`src/rtl/gf_mul_iter_pkg.sv`:
```
// Shared types and constants for the iterative GF(2^N) multiplier.
package gf_mul_iter_pkg;

  typedef enum logic [1:0] {
    IDLE = 2'd0,
    BUSY = 2'd1,
    DONE = 2'd2
  } gf_mul_state_t;

  localparam logic [7:0] AES_POLY = 8'h1B;
  localparam int MAX_BIT_WIDTH = 16;

endpackage

```
`src/rtl/gf_mul_digit_step.sv`:
```
// One Horner step over DIGIT_WIDTH multiplier bits, MSB first:
// acc = xtime(acc) ^ (bit ? a : 0), chained DIGIT_WIDTH times.
module gf_mul_digit_step
  import gf_mul_iter_pkg::*;
#(
  parameter int          BIT_WIDTH   = 8,
  parameter int          DIGIT_WIDTH = 1,
  parameter logic [15:0] POLY        = 16'(AES_POLY)
) (
  input  logic [BIT_WIDTH-1:0]   in_acc,
  input  logic [BIT_WIDTH-1:0]   in_a,
  input  logic [DIGIT_WIDTH-1:0] in_digit,
  output logic [BIT_WIDTH-1:0]   out_acc
);

  logic [BIT_WIDTH-1:0] w_acc;

  // For a 1-bit field the shift clears the value and the polynomial plays no part.
  function automatic logic [BIT_WIDTH-1:0] xtime(input logic [BIT_WIDTH-1:0] v);
    logic [BIT_WIDTH-1:0] r;
    r = v << 1;
    if (BIT_WIDTH > 1 && v[BIT_WIDTH-1]) r = r ^ POLY[BIT_WIDTH-1:0];
    return r;
  endfunction

  always_comb begin
    w_acc = in_acc;
    for (int j = DIGIT_WIDTH - 1; j >= 0; j--) begin
      w_acc = xtime(w_acc) ^ (in_digit[j] ? in_a : '0);
    end
  end

  assign out_acc = w_acc;

endmodule

```
`src/rtl/gf_mul_iter.sv`:
```
// Iterative GF(2^N) multiplier, DIGIT_WIDTH multiplier bits per cycle.
// Handshake: a transfer happens on a rising edge where valid and ready are both 1.
module gf_mul_iter
  import gf_mul_iter_pkg::*;
#(
  parameter int          BIT_WIDTH   = 8,
  parameter logic [15:0] POLY        = 16'(AES_POLY),
  parameter int          DIGIT_WIDTH = 1
) (
  input  logic                 in_clock,
  input  logic                 in_reset,
  input  logic                 in_valid,
  output logic                 out_ready,
  input  logic [BIT_WIDTH-1:0] in_a,
  input  logic [BIT_WIDTH-1:0] in_b,
  output logic                 out_valid,
  input  logic                 in_ready,
  output logic [BIT_WIDTH-1:0] out_c,
  output logic [1:0]           out_dbg_state
);

  // Guarded so an illegal DIGIT_WIDTH still elaborates far enough to report.
  localparam int ITER  = (DIGIT_WIDTH > 0 && DIGIT_WIDTH <= BIT_WIDTH) ?
                         BIT_WIDTH / DIGIT_WIDTH : 1;
  localparam int CNT_W = $clog2(ITER + 1);
  localparam logic [CNT_W-1:0] LAST = CNT_W'(ITER - 1);

  if (BIT_WIDTH < 1) begin : g_err_bw_min
    $error("gf_mul_iter: BIT_WIDTH must be >= 1");
  end
  if (BIT_WIDTH > MAX_BIT_WIDTH) begin : g_err_bw_max
    $error("gf_mul_iter: BIT_WIDTH must be <= 16");
  end
  if (DIGIT_WIDTH < 1) begin : g_err_dw_min
    $error("gf_mul_iter: DIGIT_WIDTH must be >= 1");
  end else if (BIT_WIDTH % DIGIT_WIDTH != 0) begin : g_err_dw_div
    $error("gf_mul_iter: DIGIT_WIDTH must divide BIT_WIDTH");
  end

  gf_mul_state_t        r_state;
  gf_mul_state_t        w_next;
  logic [BIT_WIDTH-1:0] r_a;
  logic [BIT_WIDTH-1:0] r_b;
  logic [BIT_WIDTH-1:0] r_acc;
  logic [BIT_WIDTH-1:0] r_c;
  logic [CNT_W-1:0]     r_cnt;
  logic [BIT_WIDTH-1:0] w_step;
  logic                 w_accept;
  logic                 w_last;

  gf_mul_digit_step #(
    .BIT_WIDTH  (BIT_WIDTH),
    .DIGIT_WIDTH(DIGIT_WIDTH),
    .POLY       (POLY)
  ) u_step (
    .in_acc  (r_acc),
    .in_a    (r_a),
    .in_digit(r_b[BIT_WIDTH-1 -: DIGIT_WIDTH]),
    .out_acc (w_step)
  );

  assign w_accept      = in_valid & out_ready;
  assign w_last        = (r_cnt == LAST);
  assign out_c         = r_c;
  assign out_dbg_state = r_state;

  always_ff @(posedge in_clock) begin
    if (in_reset) r_state <= IDLE;
    else          r_state <= w_next;
  end

  always_comb begin
    w_next    = r_state;
    out_ready = 1'b0;
    out_valid = 1'b0;
    case (r_state)
      IDLE: begin
        out_ready = ~in_reset;
        if (w_accept) w_next = BUSY;
      end
      BUSY: begin
        if (w_last) w_next = DONE;
      end
      DONE: begin
        out_valid = 1'b1;
        out_ready = in_ready & ~in_reset;
        if (in_ready) w_next = w_accept ? BUSY : IDLE;
      end
      default: w_next = IDLE;
    endcase
  end

  always_ff @(posedge in_clock) begin
    if (in_reset) begin
      r_a   <= '0;
      r_b   <= '0;
      r_acc <= '0;
      r_c   <= '0;
      r_cnt <= '0;
    end else if (w_accept) begin
      r_a   <= in_a;
      r_b   <= in_b;
      r_acc <= '0;
      r_cnt <= '0;
    end else if (r_state == BUSY) begin
      r_acc <= w_step;
      r_b   <= r_b << DIGIT_WIDTH;
      r_cnt <= r_cnt + CNT_W'(1);
      if (w_last) r_c <= w_step;
    end
  end

endmodule

```
`config.mk`:
```
export PLATFORM = sky130hd
export DESIGN_NAME = gf_mul_iter
export DESIGN_NICKNAME = d
export VERILOG_FILES = /design/src/rtl/gf_mul_iter_pkg.sv /design/src/rtl/gf_mul_digit_step.sv /design/src/rtl/gf_mul_iter.sv
export SDC_FILE = /design/constraint.sdc
export NUM_CORES = 1
export LEC_CHECK = 0
export ABC_AREA = 0
export BUFFER_PORTS_ARGS = -buffer_cell sky130_fd_sc_hd__buf_2
export CAP_MARGIN = 20
export CORE_ASPECT_RATIO = 2
export CORE_MARGIN = 1.5
export CORE_UTILIZATION = 53
export CTS_CLUSTER_DIAMETER = 100
export DETAILED_ROUTE_END_ITERATION = 8
export GPL_TIMING_DRIVEN = 0
export HOLD_SLACK_MARGIN = 0.08
export PLACE_DENSITY = 0.84
export SYNTH_ARGS = -nofsm -noshare
export SYNTH_HDL_FRONTEND = slang
export SYNTH_SLANG_ARGS = --single-unit
```
`constraint.sdc`:
```
create_clock -name in_clock -period 1.48 [get_ports in_clock]
set_input_delay 0.296 -clock in_clock [delete_from_list [all_inputs] [get_ports in_clock]]
set_output_delay 0.296 -clock in_clock [all_outputs]
set_load 0.005 [all_outputs]
```
### After elaboration in Yosys (flattened, before gate mapping)

Cells that the tools add are included.

| storage, ports and cells | value |
|---|---|
| register bits | 38 |
| bits of input ports | 20 |
| output and inout bits | 12 |
| word-level logic and storage cells | 35 |

| cells by class | value |
|---|---|
| add/sub/neg operators | 1 |
| equality and inequality tests | 6 |
| multiplexer cells | 11 |
| bitwise logic cells | 6 |
| reduce and logical (&&, ||, !) cells | 5 |

Operator list:

| operator | count |
|---|---|
| 2-to-1 mux 8 bit | 3 |
| bitwise XOR 8 bit | 1 |
| 2-to-1 mux 2 bit | 3 |
| != test 2 bit, second input constant | 3 |
| case mux 2 bit (3 select lines) | 1 |
| AND reduction 3 bit | 2 |
| 2-to-1 mux 5 bit | 1 |
| adder 4 x 1 -> 4 bit, second input constant | 1 |
| == test 4 x 3 -> 1 bit, second input constant | 1 |
| inverter 4 bit | 1 |
| bitwise AND 1 bit | 2 |
| == test 2 x 1 -> 1 bit, second input constant | 1 |
| == test 2 bit, second input constant | 1 |
| zero test 2 bit | 1 |
| 2-to-1 mux 1 bit | 2 |
| inverter 1 bit | 2 |
| case mux 1 bit (2 select lines) | 1 |
| nonzero test 2 bit | 1 |
| OR reduction 2 bit | 1 |

### Longest topological paths before layout

| logic depth | value |
|---|---|
| word-level depth | 7 |
| gate-level depth with buffers | 6 |
| depth with buffers taken out | 5 |

### By module

A second synthesis with hierarchy kept.

| second synthesis, totals | value |
|---|---|
| cells, all modules | 205 |
| area, all modules | 1,741.7 um^2 |

Modules (own cells, without submodules):

| module | instances | cells an instance | area each (um^2) | sequential area each (um^2) |
|---|---|---|---|---|
| gf_mul_iter | 1 | 185 | 1,610.3 | 760.7 |
| gf_mul_digit_step | 1 | 20 | 131.4 | 0.0 |

### Worst setup path before layout

OpenSTA, ideal clock, no wires.

| timing | value |
|---|---|
| kind | reg2reg |
| start | register r_cnt[0] |
| end | register r_c[7] (netlist: out_c[7]) |
| library setup time | 79 ps |
| arrival time | 1,224 ps |
| data required time | 1,401 ps |
| slack | 177 ps |
| stages on the path, launching flop included | 7 |
| path buffers | 1 |
| period minus slack after synthesis | 1,303 ps |
| path through | dfxtp_1 -> ha_1 -> nand3b_1 -> nor2_8 -> buf_6 -> nor2_2 -> a211oi_2 |

| between the ends | value |
|---|---|
| word-level cells in the longest chain between the ends | 2 |

Ends and longest elaborated chain:

| item | line | RTL |
|---|---|---|
| start, declared | gf_mul_iter.sv:46 | `logic [CNT_W-1:0] r_cnt;` |
| start signal, assigned | gf_mul_iter.sv:108 | `r_cnt <= r_cnt + CNT_W'(1);` |
| == test 4 x 3 -> 1 bit | gf_mul_iter.sv:63 | `assign w_last = (r_cnt == LAST);` |
| AND reduction 3 bit (no source line) | -- |  |
| end signal, assigned | gf_mul_iter.sv:109 | `if (w_last) r_c <= w_step;` |
| end, declared | gf_mul_iter.sv:45 | `logic [BIT_WIDTH-1:0] r_c;` |

No other way between the ends.
A chain may end at the register's enable or synchronous reset.

### Worst setup path after layout

| timing | value |
|---|---|
| start | register r_state[1] (netlist: out_dbg_state[1]) |
| end | register r_acc[7] |

| between the ends | value |
|---|---|
| word-level cells in the longest chain between the ends | 4 |
| elaborated cells between the ends (all ways) | 6 |
| those cells by class | eq/ne (2); mux (1); bitwise (1); reduce/logical (2) |

Ends and longest elaborated chain:

| item | line | RTL |
|---|---|---|
| start, declared | gf_mul_iter.sv:40 | `gf_mul_state_t r_state;` |
| start signal, assigned | gf_mul_iter.sv:69 | `else r_state <= w_next;` |
| == test 2 bit or zero test 2 bit (tied branches) | gf_mul_iter.sv:76 | `case (r_state)` |
| case mux 1 bit (2 select lines) | gf_mul_iter.sv:76 |  |
| bitwise AND 1 bit | gf_mul_iter.sv:62 | `assign w_accept = in_valid & out_ready;` |
| OR reduction 2 bit (no source line) | -- |  |
| end signal, assigned | gf_mul_iter.sv:106 | `r_acc <= w_step;` |
| end, declared | gf_mul_iter.sv:44 | `logic [BIT_WIDTH-1:0] r_acc;` |

Parallel ways exist; a longest one is shown, timed or not.

==> reports/qor.csv <==
stage,metric,value,unit
outcome,status,"finished, final reports clean",
synthesis,Synth Area in Compound Gates,0.174,
global_routing,GRT Util Overall,0.193,
synthesis,"Distinct cells, synth",29,
sta,final period utilization,0.939,
worst_setup_path,worst setup path class,reg2reg,
sta,fin crit period,1.39,ns
synthesis,Mapped Cells,186,
synthesis,adder-cell share of the synthesized area,0.00775,
sta,Slew HR,0.672,
sta,Setup TNS,0,ns
min_path,worst hold path class,in2reg,
clocking,Clock Pin Slew Worst Setup and Hold Paths,0.07,ns
placed_design,area post-placement,1810,um^2
clocking,Num CTS Buffers,5,
routing,routed vias/inst,5.21,
floorplanning,num ports,32,
cells_and_area,multi-input logic area,764,um^2
synthesis,Syn Area/Cell,8.68,um^2
cells_and_area,Seq. cell area,764,um^2
worst_setup_path,crit end category,flop,
synthesis,largest area contributor in the netlist,dfxtp_1,
global_routing,number of global-route vias before repair,1164,
sta,Slew Limit Fails,0,
clocking,Worst-Skew Late Latency,0.29,ns
synthesis,largest cells by area after synthesis,"dfxtp_1, nand2_1, a21oi_1",
routing,DR pass1 iterations,4,
synthesis,simple-gate share of the synthesized area,0.212,
routing,routed len/inst,12.3,um
placed_design,number of port buffers,31,
synthesis,number of synthesized flops with an enable pin,0,
floorplanning,Core ar.,2940,um^2
sta,Least-Margin Pin Slew,0.492,ns
sta,RSZ-0062 raised after global routing,no,
synthesis,"count leader, synth",nand2_1,
sta,"Hold Vio Cnt, Final",0,
run,max_cap viols,0,
routing,DR iter-0 viols,32,
cells_and_area,Layout Nets,246,
synthesis,Yosys Warn Count,0,
cells_and_area,fin util,0.657,
placed_design,Placed Instances,247,
cells_and_area,filler instances,278,
synthesis,Most used DFF post-synth,dfxtp_1,
synthesis,Post-Syn Area,1610,um^2
synthesis,Post-Synthesis Net Count,207,
worst_setup_path,CP max FO,10,
global_routing,GR Overflow Total,0,
cells_and_area,ant diodes,0,
clocking,CTS tree,yes,
routing,detailed-route DRC error count,0,
worst_setup_path,CP startpoint kind,flop,
global_routing,first-pass GRT wire length,4910,um
floorplanning,Die X-Extent,42.0,um
synthesis,post-synth top area share,0.471,
floorplanning,Die Y,81.0,um
power_and_ir_drop,PD cells,1130,nW/um^2
sta,Worst Skew,0.00825,ns
synthesis,Synth top cells by count,"nand2_1, dfxtp_1, a21oi_1, nor2_1, xor2_1",
sta,max frequency,720,MHz
floorplanning,Die Footprint,3410,um^2
synthesis,"Seq/Total Area, Yosys",0.471,
synthesis,Post-Synth XOR/XNOR Area,0.0760,
sta,Setup-failing EPs final,0,
cells_and_area,final instance area,1930,um^2
global_routing,initial antenna violation count,0,
routing,DRT antenna net count,0,
synthesis,mux cell area share after synthesis,0,
floorplanning,num rows,28,
worst_setup_path,Worst Path Arrival,1.57,ns
worst_setup_path,Worst EP required,1.66,ns
cells_and_area,fraction of layout cells with a size suffix above 1,0.257,
floorplanning,Starting Density,0.548,
placed_design,RD Place Congestion,0.778,
clocking,Max clock buf depth,2,
clocking,CTS H-tree lvls,2,
synthesis,Post-synth ARST share,0,
routing,via count,1334,
global_routing,largest net degree at the start of global routing,13,
synthesis,Synth Register Bits,38,
routing,WL final,3150,um
power_and_ir_drop,leakage,0.000810,uW
synthesis,main combinational cell family by area after synthesis,simple AND/OR/NAND/NOR gates,
placed_design,dpl hpwl,2370,um
clocking,clk sinks,38,
cells_and_area,final cell count without fillers,256,
clocking,CTS Root Cell,clkbuf_8,
power_and_ir_drop,VDD IR max,1000,uV
cells_and_area,P&R area growth vs syn,19.8,%
## power by group
part	switching [uW]	internal [uW]	leakage, uW
combinational	134	105	0.000441
clock	357	496	0.0000579
sequential	27.8	1070	0.000311
total	519	1670	0.000810
## kinds of logic (layout without fill, tap and decap cells)
group | after synthesis | in the layout
simple gates | 73 | 73
compound gates | 46 | 46
flops | 38 | 38
xor+xnor | 14 | 14
buf+inv | 14 | 54
fa+ha+maj | 1 | 1
## registers in the layout (all words and copies together), names as in the netlist
name           cells
r_acc              8
r_cnt              4
out_c              8
out_dbg_state      2
r_b                8
r_a                8
## through the flow
| step | hold slack (ns) | total power [uW] | setup slack, ns |
|---|---|---|---|
| after floorplan | 0.432 | 1280 | 0.177 |
| after detailed placement | 0.449 | 1350 | -0.0134 |
| final | 0.236 | 2190 | 0.0907 |
| after global placement | 0.442 | 1350 | 0.0301 |
| after global routing | 0.241 | 2270 | 0.0107 |
| after CTS | 0.231 | 2190 | 0.0211 |
## path summary, 6_finish.rpt
kind | start | endpoint | slack (ns) | cells after the start
max | out_dbg_state[1]$_SDFFE_PP0P_ | r_acc[7]$_SDFFE_PP0N_ | 0.09 | 5
min | in_b[5] | r_b[5]$_SDFFE_PP0P_ | 0.24 | 3
max reg2reg | out_dbg_state[1]$_SDFFE_PP0P_ | r_acc[7]$_SDFFE_PP0N_ | 0.09 | 5
min reg2reg | r_a[4]$_SDFFE_PP0P_ | r_a[4]$_SDFFE_PP0P_ | 0.46 | 2
## layout by cell type (no fill, tap or decap), drive strengths merged, types with 2 or more instances in the layout
| master | count |
|---|---|
| nand2 | 45 |
| buf | 42 |
| dfxtp | 38 |
| a21oi | 25 |
| nor2 | 15 |
| xor2 | 10 |
| a211oi | 10 |
| clkbuf | 8 |
| a22oi | 7 |
| xnor2 | 4 |
| nand2b | 3 |
| o21ai | 3 |
| nor2b | 3 |
| clkinv | 2 |
## repair_timing
action	in CTS	in global routing
resized for setup	0	4
pin swaps	0	1
buffers inserted	1	0
hold buffers	0	0
setup endpoints to repair	1	5
## critical path, cell delays in order, from the launching register on
cell	delay, ns
dfxtp_2	0.35
nor2b_4	0.14
or3b_1	0.37
nand2b_1	0.16
buf_4	0.20
a211oi_1	0.05
## layer usage
| metal | vias up | share of wire | wire (um) | global-route usage |
|---|---|---|---|---|
| met4 | 0 | 0.030 | 95 | 0.0938 |
| met3 | 8 | 0.040 | 125 | 0.0533 |
| met2 | 30 | 0.56 | 1750 | 0.367 |
| li1 | 697 | - | - | - |
| met1 | 599 | 0.37 | 1180 | 0.185 |
| met5 | - | 0 | 0 | 0 |
## cell type report
class,count,area share
buffer,13,0.0472
timing repair buffer,32,0.0841
tap,30,0.0194
multi-input combinational,134,0.395
sequential,38,0.395
clock inverter,3,0.0207
inverter,1,0.00194
clock buffer,5,0.0356
(Power assumes the default switching activity.)
